`config.mk`:
```
export PLATFORM = sky130hd
export DESIGN_NAME = student_sample_ring
export DESIGN_NICKNAME = d
export VERILOG_FILES = /design/src/rtl/student_sample_ring.sv
export SDC_FILE = /design/constraint.sdc
export NUM_CORES = 2
export LEC_CHECK = 0
export CELL_PAD_IN_SITES_DETAIL_PLACEMENT = 1
export CELL_PAD_IN_SITES_GLOBAL_PLACEMENT = 2
export CORE_ASPECT_RATIO = 1.5
export CORE_MARGIN = 2
export CORE_UTILIZATION = 54
export DETAILED_ROUTE_END_ITERATION = 6
export GPL_ROUTABILITY_DRIVEN = 0
export PLACE_DENSITY_LB_ADDON = 0.1
export SLEW_MARGIN = 20
export SYNTH_ARGS = -nofsm -noshare
export SYNTH_HDL_FRONTEND = slang
export SYNTH_SLANG_ARGS = --single-unit
```
`constraint.sdc`:
```
create_clock -name clk_i -period 9.74 [get_ports clk_i]
set_input_delay 1.948 -clock clk_i [delete_from_list [all_inputs] [get_ports clk_i]]
set_output_delay 1.948 -clock clk_i [all_outputs]
set_load 0.005 [all_outputs]
```
`src/rtl/student_sample_ring.sv`:
```
// student_sample_ring
//
// Multi-channel circular sample history buffer feeding the FIR MAC stage.
// One inferred single-clock block RAM (read-first, read latency 1) holds
// NumChannels rings of 2**AddrWidth samples each, addressed as {ch, offset}.
// After reset the whole RAM is cleared to zero. Each accepted sample is written
// at its channel's write pointer, and then the NumTaps most recent samples of
// that channel are streamed out, newest first.
//
// Ports:
//   clk_i           system clock
//   rst_i           synchronous, active-high reset
//   sample_valid_i  new sample offered
//   sample_ready_o  sample can be accepted (IDLE only)
//   sample_ch_i     channel of the offered sample
//   sample_i        sample value
//   out_valid_o     out_data_o holds a history sample (no backpressure)
//   out_data_o      history sample
//   out_tap_o       tap index, 0 = newest
//   out_ch_o        channel of the current burst
//   out_last_o      high with the final tap
//   busy_o          high in every state except IDLE

module student_sample_ring #(
    parameter int unsigned DataSize    = 16,
    parameter int unsigned AddrWidth   = 6,
    parameter int unsigned NumChannels = 2,
    parameter int unsigned NumTaps     = 8,
    parameter int unsigned ChWidth     = (NumChannels > 1) ? $clog2(NumChannels) : 1
) (
    input  logic                 clk_i,
    input  logic                 rst_i,
    input  logic                 sample_valid_i,
    output logic                 sample_ready_o,
    input  logic [ChWidth-1:0]   sample_ch_i,
    input  logic [DataSize-1:0]  sample_i,
    output logic                 out_valid_o,
    output logic [DataSize-1:0]  out_data_o,
    output logic [AddrWidth-1:0] out_tap_o,
    output logic [ChWidth-1:0]   out_ch_o,
    output logic                 out_last_o,
    output logic                 busy_o
);

    localparam int unsigned Depth = NumChannels * (2 ** AddrWidth);
    localparam int unsigned MemAw = ChWidth + AddrWidth;
    localparam logic [MemAw-1:0]     LastAddr = MemAw'(Depth - 1);
    localparam logic [AddrWidth-1:0] LastTap  = AddrWidth'(NumTaps - 1);

    typedef enum logic [1:0] {StClear, StIdle, StRead, StDrain} state_e;

    state_e                 state_q, state_d;
    logic [MemAw-1:0]       clear_cnt_q, clear_cnt_d;
    logic [AddrWidth-1:0]   wptr_q [NumChannels];
    logic [ChWidth-1:0]     ch_q;
    logic [AddrWidth-1:0]   rd_ptr_q;
    logic [AddrWidth-1:0]   tap_q, tap_d;

    logic                   accept;
    logic                   rd_en;
    logic                   mem_we;
    logic [MemAw-1:0]       mem_waddr;
    logic [MemAw-1:0]       mem_raddr;
    logic [DataSize-1:0]    mem_wdata;
    logic [DataSize-1:0]    mem_q [Depth];

    assign sample_ready_o = (state_q == StIdle);
    assign busy_o         = (state_q != StIdle);
    assign accept         = sample_valid_i && sample_ready_o;
    assign rd_en          = (state_q == StRead);
    // Offset subtraction wraps within the channel's ring.
    assign mem_raddr      = {ch_q, rd_ptr_q - tap_q};

    always_comb begin
        state_d     = state_q;
        clear_cnt_d = clear_cnt_q;
        tap_d       = tap_q;
        mem_we      = 1'b0;
        mem_waddr   = clear_cnt_q;
        mem_wdata   = '0;
        unique case (state_q)
            StClear: begin
                mem_we      = 1'b1;
                clear_cnt_d = clear_cnt_q + 1'b1;
                if (clear_cnt_q == LastAddr) begin
                    state_d = StIdle;
                end
            end
            StIdle: begin
                if (accept) begin
                    mem_we    = 1'b1;
                    mem_waddr = {sample_ch_i, wptr_q[sample_ch_i]};
                    mem_wdata = sample_i;
                    tap_d     = '0;
                    state_d   = StRead;
                end
            end
            StRead: begin
                tap_d = tap_q + 1'b1;
                if (tap_q == LastTap) begin
                    state_d = StDrain;
                end
            end
            StDrain: begin
                state_d = StIdle;
            end
            default: begin
                state_d = StClear;
            end
        endcase
    end

    always_ff @(posedge clk_i) begin
        if (rst_i) begin
            state_q     <= StClear;
            clear_cnt_q <= '0;
            for (int i = 0; i < int'(NumChannels); i++) begin
                wptr_q[i] <= '0;
            end
            ch_q     <= '0;
            rd_ptr_q <= '0;
            tap_q    <= '0;
        end else begin
            state_q     <= state_d;
            clear_cnt_q <= clear_cnt_d;
            tap_q       <= tap_d;
            if (accept) begin
                wptr_q[sample_ch_i] <= wptr_q[sample_ch_i] + 1'b1;
                ch_q                <= sample_ch_i;
                // Tap 0 reads the slot just written; it lands one cycle later,
                // so read-first never returns the stale value.
                rd_ptr_q            <= wptr_q[sample_ch_i];
            end
        end
    end

    // RAM write port; no reset so it maps onto block RAM.
    always_ff @(posedge clk_i) begin
        if (mem_we) begin
            mem_q[mem_waddr] <= mem_wdata;
        end
    end

    // RAM read port plus aligned sideband; data holds outside bursts.
    always_ff @(posedge clk_i) begin
        if (rst_i) begin
            out_valid_o <= 1'b0;
            out_last_o  <= 1'b0;
            out_data_o  <= '0;
            out_tap_o   <= '0;
            out_ch_o    <= '0;
        end else begin
            out_valid_o <= rd_en;
            out_last_o  <= rd_en && (tap_q == LastTap);
            if (rd_en) begin
                out_data_o <= mem_q[mem_raddr];
                out_tap_o  <= tap_q;
                out_ch_o   <= ch_q;
            end
        end
    end

endmodule

```
After elaboration in Yosys (flattened, before gate mapping)

Memory sizes are Yosys's and may differ from the RTL's. A register that Yosys moved wholly into a read port is not among the register bits.
Index checks and enable logic that the tools add are counted.

Memory bits (writable): 2060
Input port bits: 20
Output and inout bits: 27
Register bits: 31
Logic and storage cells: 52
Memories: 2

Reductions and logical operators: 7
Equal/unequal tests: 9
Add/subtract/negate cells: 4
Muxes and demuxes: 21

Memories:

| memory | words | width | read ports | clocked after memory_dff | wr ports | line | source |
|---|---|---|---|---|---|---|---|
| mem_q  | 128   | 16    | 1          | 1                        | 1        | 65   | `logic [DataSize-1:0] mem_q [Depth];` |
| wptr_q | 2     | 6     | 1          | 0                        | 2        | 54   | `logic [AddrWidth-1:0] wptr_q [NumChannels];` |

Operators with widths:

| cell                                           | number |
|---|---|
| 2-to-1 mux 16 bit                              | 2 |
| 2-to-1 mux 7 bit                               | 2 |
| adder 6 x 1 -> 6 bit (second input constant)   | 2 |
| 2-to-1 mux 6 bit                               | 2 |
| case mux 6 bit (2 select lines)                | 1 |
| 2-to-1 mux 1 bit                               | 9 |
| case mux 2 bit (4 select lines)                | 1 |
| adder 7 x 1 -> 7 bit (second input constant)   | 1 |
| == test 7 bit (second input constant)          | 1 |
| == test 6 x 3 -> 1 bit (second input constant) | 1 |
| 2-to-1 mux 2 bit                               | 3 |
| != test 2 x 1 -> 1 bit (second input constant) | 3 |
| OR reduction 6 bit                             | 1 |
| subtractor 6 bit                               | 1 |
| == test 2 bit (second input constant)          | 2 |
| AND reduction 3 bit                            | 1 |
| == test 2 x 1 -> 1 bit (second input constant) | 1 |
| logical AND 1 bit                              | 2 |
| zero test 2 bit                                | 1 |
| != test 2 bit (second input constant)          | 1 |
| case mux 1 bit (2 select lines)                | 1 |
| AND reduction 2 bit                            | 1 |
| nonzero test 2 bit                             | 1 |

Depth between registers and ports, before layout

Depth in word-level cells: 7
Gate-level depth with buffers: 13
Gate-level depth less buffers: 11

Least setup slack after synthesis

No wires, ideal clock.

Path type: input-to-reg
Start: in sample_valid_i
End: mem mem_q[0][10] (data pin)
Path buffers: 2
Arrival: 4.117 ns
Path slack: 5.087 ns
Stages: 3
Required time: 9.203 ns
Library setup time: 0.537 ns
Path through: clkbuf_1 > clkbuf_1 > and3_1

Cells in the longest elaborated chain, start to end: 3

RTL lines:

| item               | line | source |
|---|---|---|
| start: declaration | 33   | `input logic sample_valid_i,` |
| logical AND 1 bit  | 69   | `assign accept = sample_valid_i && sample_ready_o;` |
| 2-to-1 mux 16 bit  | 90   | `if (accept) begin` |
| 2-to-1 mux 16 bit  | 81   | `unique case (state_q)` |
| net mem_wdata[10]  | 64   | `logic [DataSize-1:0] mem_wdata;` |
| end: declaration   | 65   |  |

The timed path passes the listed nets, and every way through them passes these cells.

Worst setup path after layout

Start: in sample_valid_i
End: mem mem_q[31][10], enable pin

Cells in the longest elaborated chain, start to end: 5
Elaborated cells on any way between the ends: 7
Classes of those cells: 6 x mux; 1 x reduce/logical

RTL lines:

| item                                   | line | source |
|---|---|---|
| logical AND 1 bit (*)                  | 69   |  |
| 2-to-1 mux 1 bit                       | 90   |  |
| case mux 1 bit (2 select lines)        | 81   |  |
| 2-to-1 mux 1 bit                       | 139  | `if (mem_we) begin` |
| 2-to-1 mux 1 bit (implied by the code) | 140  | `mem_q[mem_waddr] <= mem_wdata;` |

Mark *: on every way between the ends. The rest lies on a longest branch, timed or not.

==> parameters.txt <==
Parameter                              Value

Run status
  Run status    finished, final reports clean

Yosys
  Cell variety after synth    about 50
  Cell count after synthesis    between 3,000 and 4,000
  Mean Syn Cell Area    between 20 and 25 um^2
  Post-synthesis sequential element count    2,107
  Mapped Area    81,500 um^2
  EDFF count, synth    between 2,000 and 2,500
  Post-Syn Nets    3,877
  Primary flip-flop cell chosen by synthesis mapping    edfxtp_1
  Synth warnings    0
  Fraction of registers with async set or reset after synthesis    0%
  Sequential fraction of the synthesis area    77.1%

Place
  Instance area at placement    85,100 um^2
  Total of buffers placed on input and output ports    46
  Half-perimeter wire length of the detailed placement result    ~130,000 um

Die
  Area of the core region    between 100,000 and 150,000 um^2
  Floorplan die height    480 um
  Initial Util    54.4%
  DIE AREA    154,000 um^2
  I/O Pins    47
  Die boundary width    321 um
  Row count    174

Setup path
  Endpoint arrival time on the critical path    6.16 ns
  Crit path kind    primary input to flop
  Largest incremental delay on the critical path    0.94 ns
  Data required time of the critical path    10.29 ns
  Worst-case reg-to-reg path depth    13
  Critical path buffers and inverters    2
  Type of element capturing the critical path    flop
  Cell family with the largest share of critical-path delay    simple AND/OR/NAND/NOR gates
  Worst reg2reg startpoint    tap_q[2]$_SDFFE_PP0P_
  Highest net fanout along the worst path    23
  Setup slack of the most critical reg-to-reg path    4.26 ns
  Series of cell instances along the critical path    clkdlybuf4s50_1, and2_1, nor2_1, or2_2, nor2_1, nand2_1, nor2_1, buf_4
  Crit-path most repeated cell    nor2_1
  Crit Reg-Reg Endpoint    out_data_o[8]$_SDFFE_PP0P_
  Kind of launch point of the worst setup path    primary input
  Slowest stage cell, crit path    clkdlybuf4s50_1

Power and ir drop
  Power per standard cell area    roughly 190 nW/um^2
  LEAKAGE    34.2 nW
  Final total power    17.3 mW
  Highest ir drop seen on vdd    0.180 mV

Clocking
  Longest Clk Path Bufs    3
  Setup fix buffers added after clock tree synthesis    0
  Sink Count    2,107
  CTS H-tree depth    4
  CTS tree    built
  Total CTS buffers    about 190
  Clock latency on the worst-skew pair    0.86 ns
  Root buffer selected by CTS    clkbuf_16
  Post-cts resize count    0
  Number of buffers inserted for hold repair after clock tree synthesis    0
  Post-CTS clock slew at the launch and capture registers of the worst setup and hold paths    about 0.060 ns

STA
  Final clock skew    0.0399 ns
  Clock period minus worst slack    5.62 ns
  Slew at the pin with the worst max-slew slack    1.27 ns
  Hold Slack    0.495 ns
  Final-report hold violation count    0
  TNS Setup    0 ns
  Slew margin rel.    14.2%
  Setup violation total in the final timing report    0
  RSZ-0062 raised after global routing    false
  Achievable clock frequency    178 MHz
  Final Max Tran Viols    0
  Final worst path period share    57.7%

Global routing
  Global-route met1 utilization    a little under two fifths
  Overflow after GRT    0
  Pin count of the biggest net entering global routing    134
  Number of global-route vias before repair    between 40,000 and 50,000
  First-pass GRT wire length    306,000 um
  Initial antenna violation count    3
  Overall global routing resource usage    28.1%
  Layer carrying the most global-route usage    met2
  Met2 usage in global routing    47.5%
  Met3 global-route usage    3.73%

Flow run
  Number of max-cap violations    0

Cells and area
  Layout-stage area growth over the synthesis result    11.6%
  Commonest non-fill, non-tap cell in the layout    edfxtp_1
  Non-Filler Cell Area, Final    90,900 um^2
  Most frequent cells in the layout    edfxtp_1 (2,060), mux4_2 (513), nand2_1 (216)
  Share of post-route cells with drive strength above 1    approximately a quarter
  Total number of nets in the final design    4,091

Min path
  Type of the most critical hold path    flop to flop
  Worst hold path startpoint    state_q[1]$_SDFFE_PP0P_
  Count of cells along the worst hold path    2
  Hold path endpoint    state_q[1]$_SDFFE_PP0P_

Detailed routing
  DR vias    39,400
  Antenna-violating nets left    0
  Via density per instance    ~6.4
  Number of design rule violations left after detail routing    0
  DRC violation total after the first TritonRoute iteration    4,045
  Router iterations before antenna repair    5
  Avg WL per Cell    34.5 um
  Wirelength, routed    212,000 um
==> through the flow <==
step	utilization, %	setup WS (ns)	instances
floorplan	-	5.09	3845
global placement	56.8	3.21	5803
detailed placement	56.8	3.25	5805
CTS	60.7	4.14	6150
global route	60.7	3.99	6151
finish	60.7	4.12	6152
==> tightest hold or removal path, stage by stage (launching register included) <==
cell	delay [ns]
dfxtp_1	0.33
nand2_1	0.06
a21oi_1	0.06
==> worst max path at each step <==
stage / cells past startpoint / start / end / slack, ns
floorplan: 3 / sample_valid_i / mem_q[0][10]$_DFFE_PP_ / 5.09
finish: 8 / sample_valid_i / mem_q[31][10]$_DFFE_PP_ / 4.12
detailed placement: 7 / sample_valid_i / mem_q[47][13]$_DFFE_PP_ / 3.25
global route: 8 / sample_valid_i / mem_q[31][10]$_DFFE_PP_ / 3.99
CTS: 7 / sample_valid_i / mem_q[47][13]$_DFFE_PP_ / 4.14
global placement: 8 / sample_valid_i / mem_q[18][14]$_DFFE_PP_ / 3.21
==> layer usage <==
| metal | part of all wire [%] | routed length [um] | vias to the layer above |
|---|---|---|---|
| li1 | - | - | 16400 |
| met1 | 39 | 82500 | 21300 |
| met2 | 51 | 109000 | 1458 |
| met3 | 5.8 | 12300 | 294 |
| met4 | 4.1 | 8760 | 2 |
| met5 | 0.0061 | 13 | - |
==> area by class of cell <==
class	instances	area, um^2
multi-input cells	1517	17900
flip-flops and latches	2107	62800
inverters	14	52.6
fillers	12300	58800
repair buffers	231	1950
well taps	1936	2420
diodes	2	5.00
clock buffers	237	5080
clock inverters	108	777
==> cell families after synthesis <==
family | after synthesis | synth area share (%)
xor gates and xnor gates | 19 | 0.241
AOI/OAI and AO/OA | 211 | 1.84
DFF | 2107 | 77.1
adders and majority gates | 12 | 0.194
and+or+nand+nor | 595 | 3.16
buffers and inverters | 221 | 1.22
muxes | 680 | 16.3
==> synthesized netlist by cell type (all sizes together) (2+ instances only) <==
library cell     n  area [um^2]
inv             14         52.6
xor2            10         95.1
nand2          216          811
mux2            17          191
buf            115          594
nor2b           18          113
mux4           513        11600
nor4             2         12.5
a211oi          20          155
ha              11          138
nor2           207          785
nand4           23          144
a21oi           18         97.6
a311oi          15          131
and3            19          119
a31oi           16          100
or4              2         15.0
o32ai           16          140
a32oi           15          131
nor3             4         20.0
or3              4         25.0
nand2b           7         43.8
mux2i          150         1500
and2             7         43.8
clkbuf          92          345
nand3           81          405
xnor2            9          101
dfxtp           47          941
o21ai           39          195
o311a           14          140
o21a             4         30.0
nand3b           4         30.0
a22oi           19          143
o22ai           30          188
edfxtp        2060        61900
==> power breakdown <==
group | leakage [nW] | switching [mW] | total (mW) | internal [mW]
logic | 7.62 | 0.231 | 0.329 | 0.0980
registers | 23.7 | 0.00914 | 9.85 | 9.84
clock network | 2.86 | 3.24 | 7.16 | 3.92
total | 34.2 | 3.48 | 17.3 | 13.9
==> flip-flops by register name, indices dropped and copies added, names as in the netlist <==
signal and flops:
out_last_o 1, out_ch_o 1, wptr_q 12, mem_q 2048, ch_q 1, tap_q 6, state_q 2, out_valid_o 1
out_data_o 16, clear_cnt_q 7, rd_ptr_q 6, out_tap_o 6
Power figures use the tool's default switching activity.
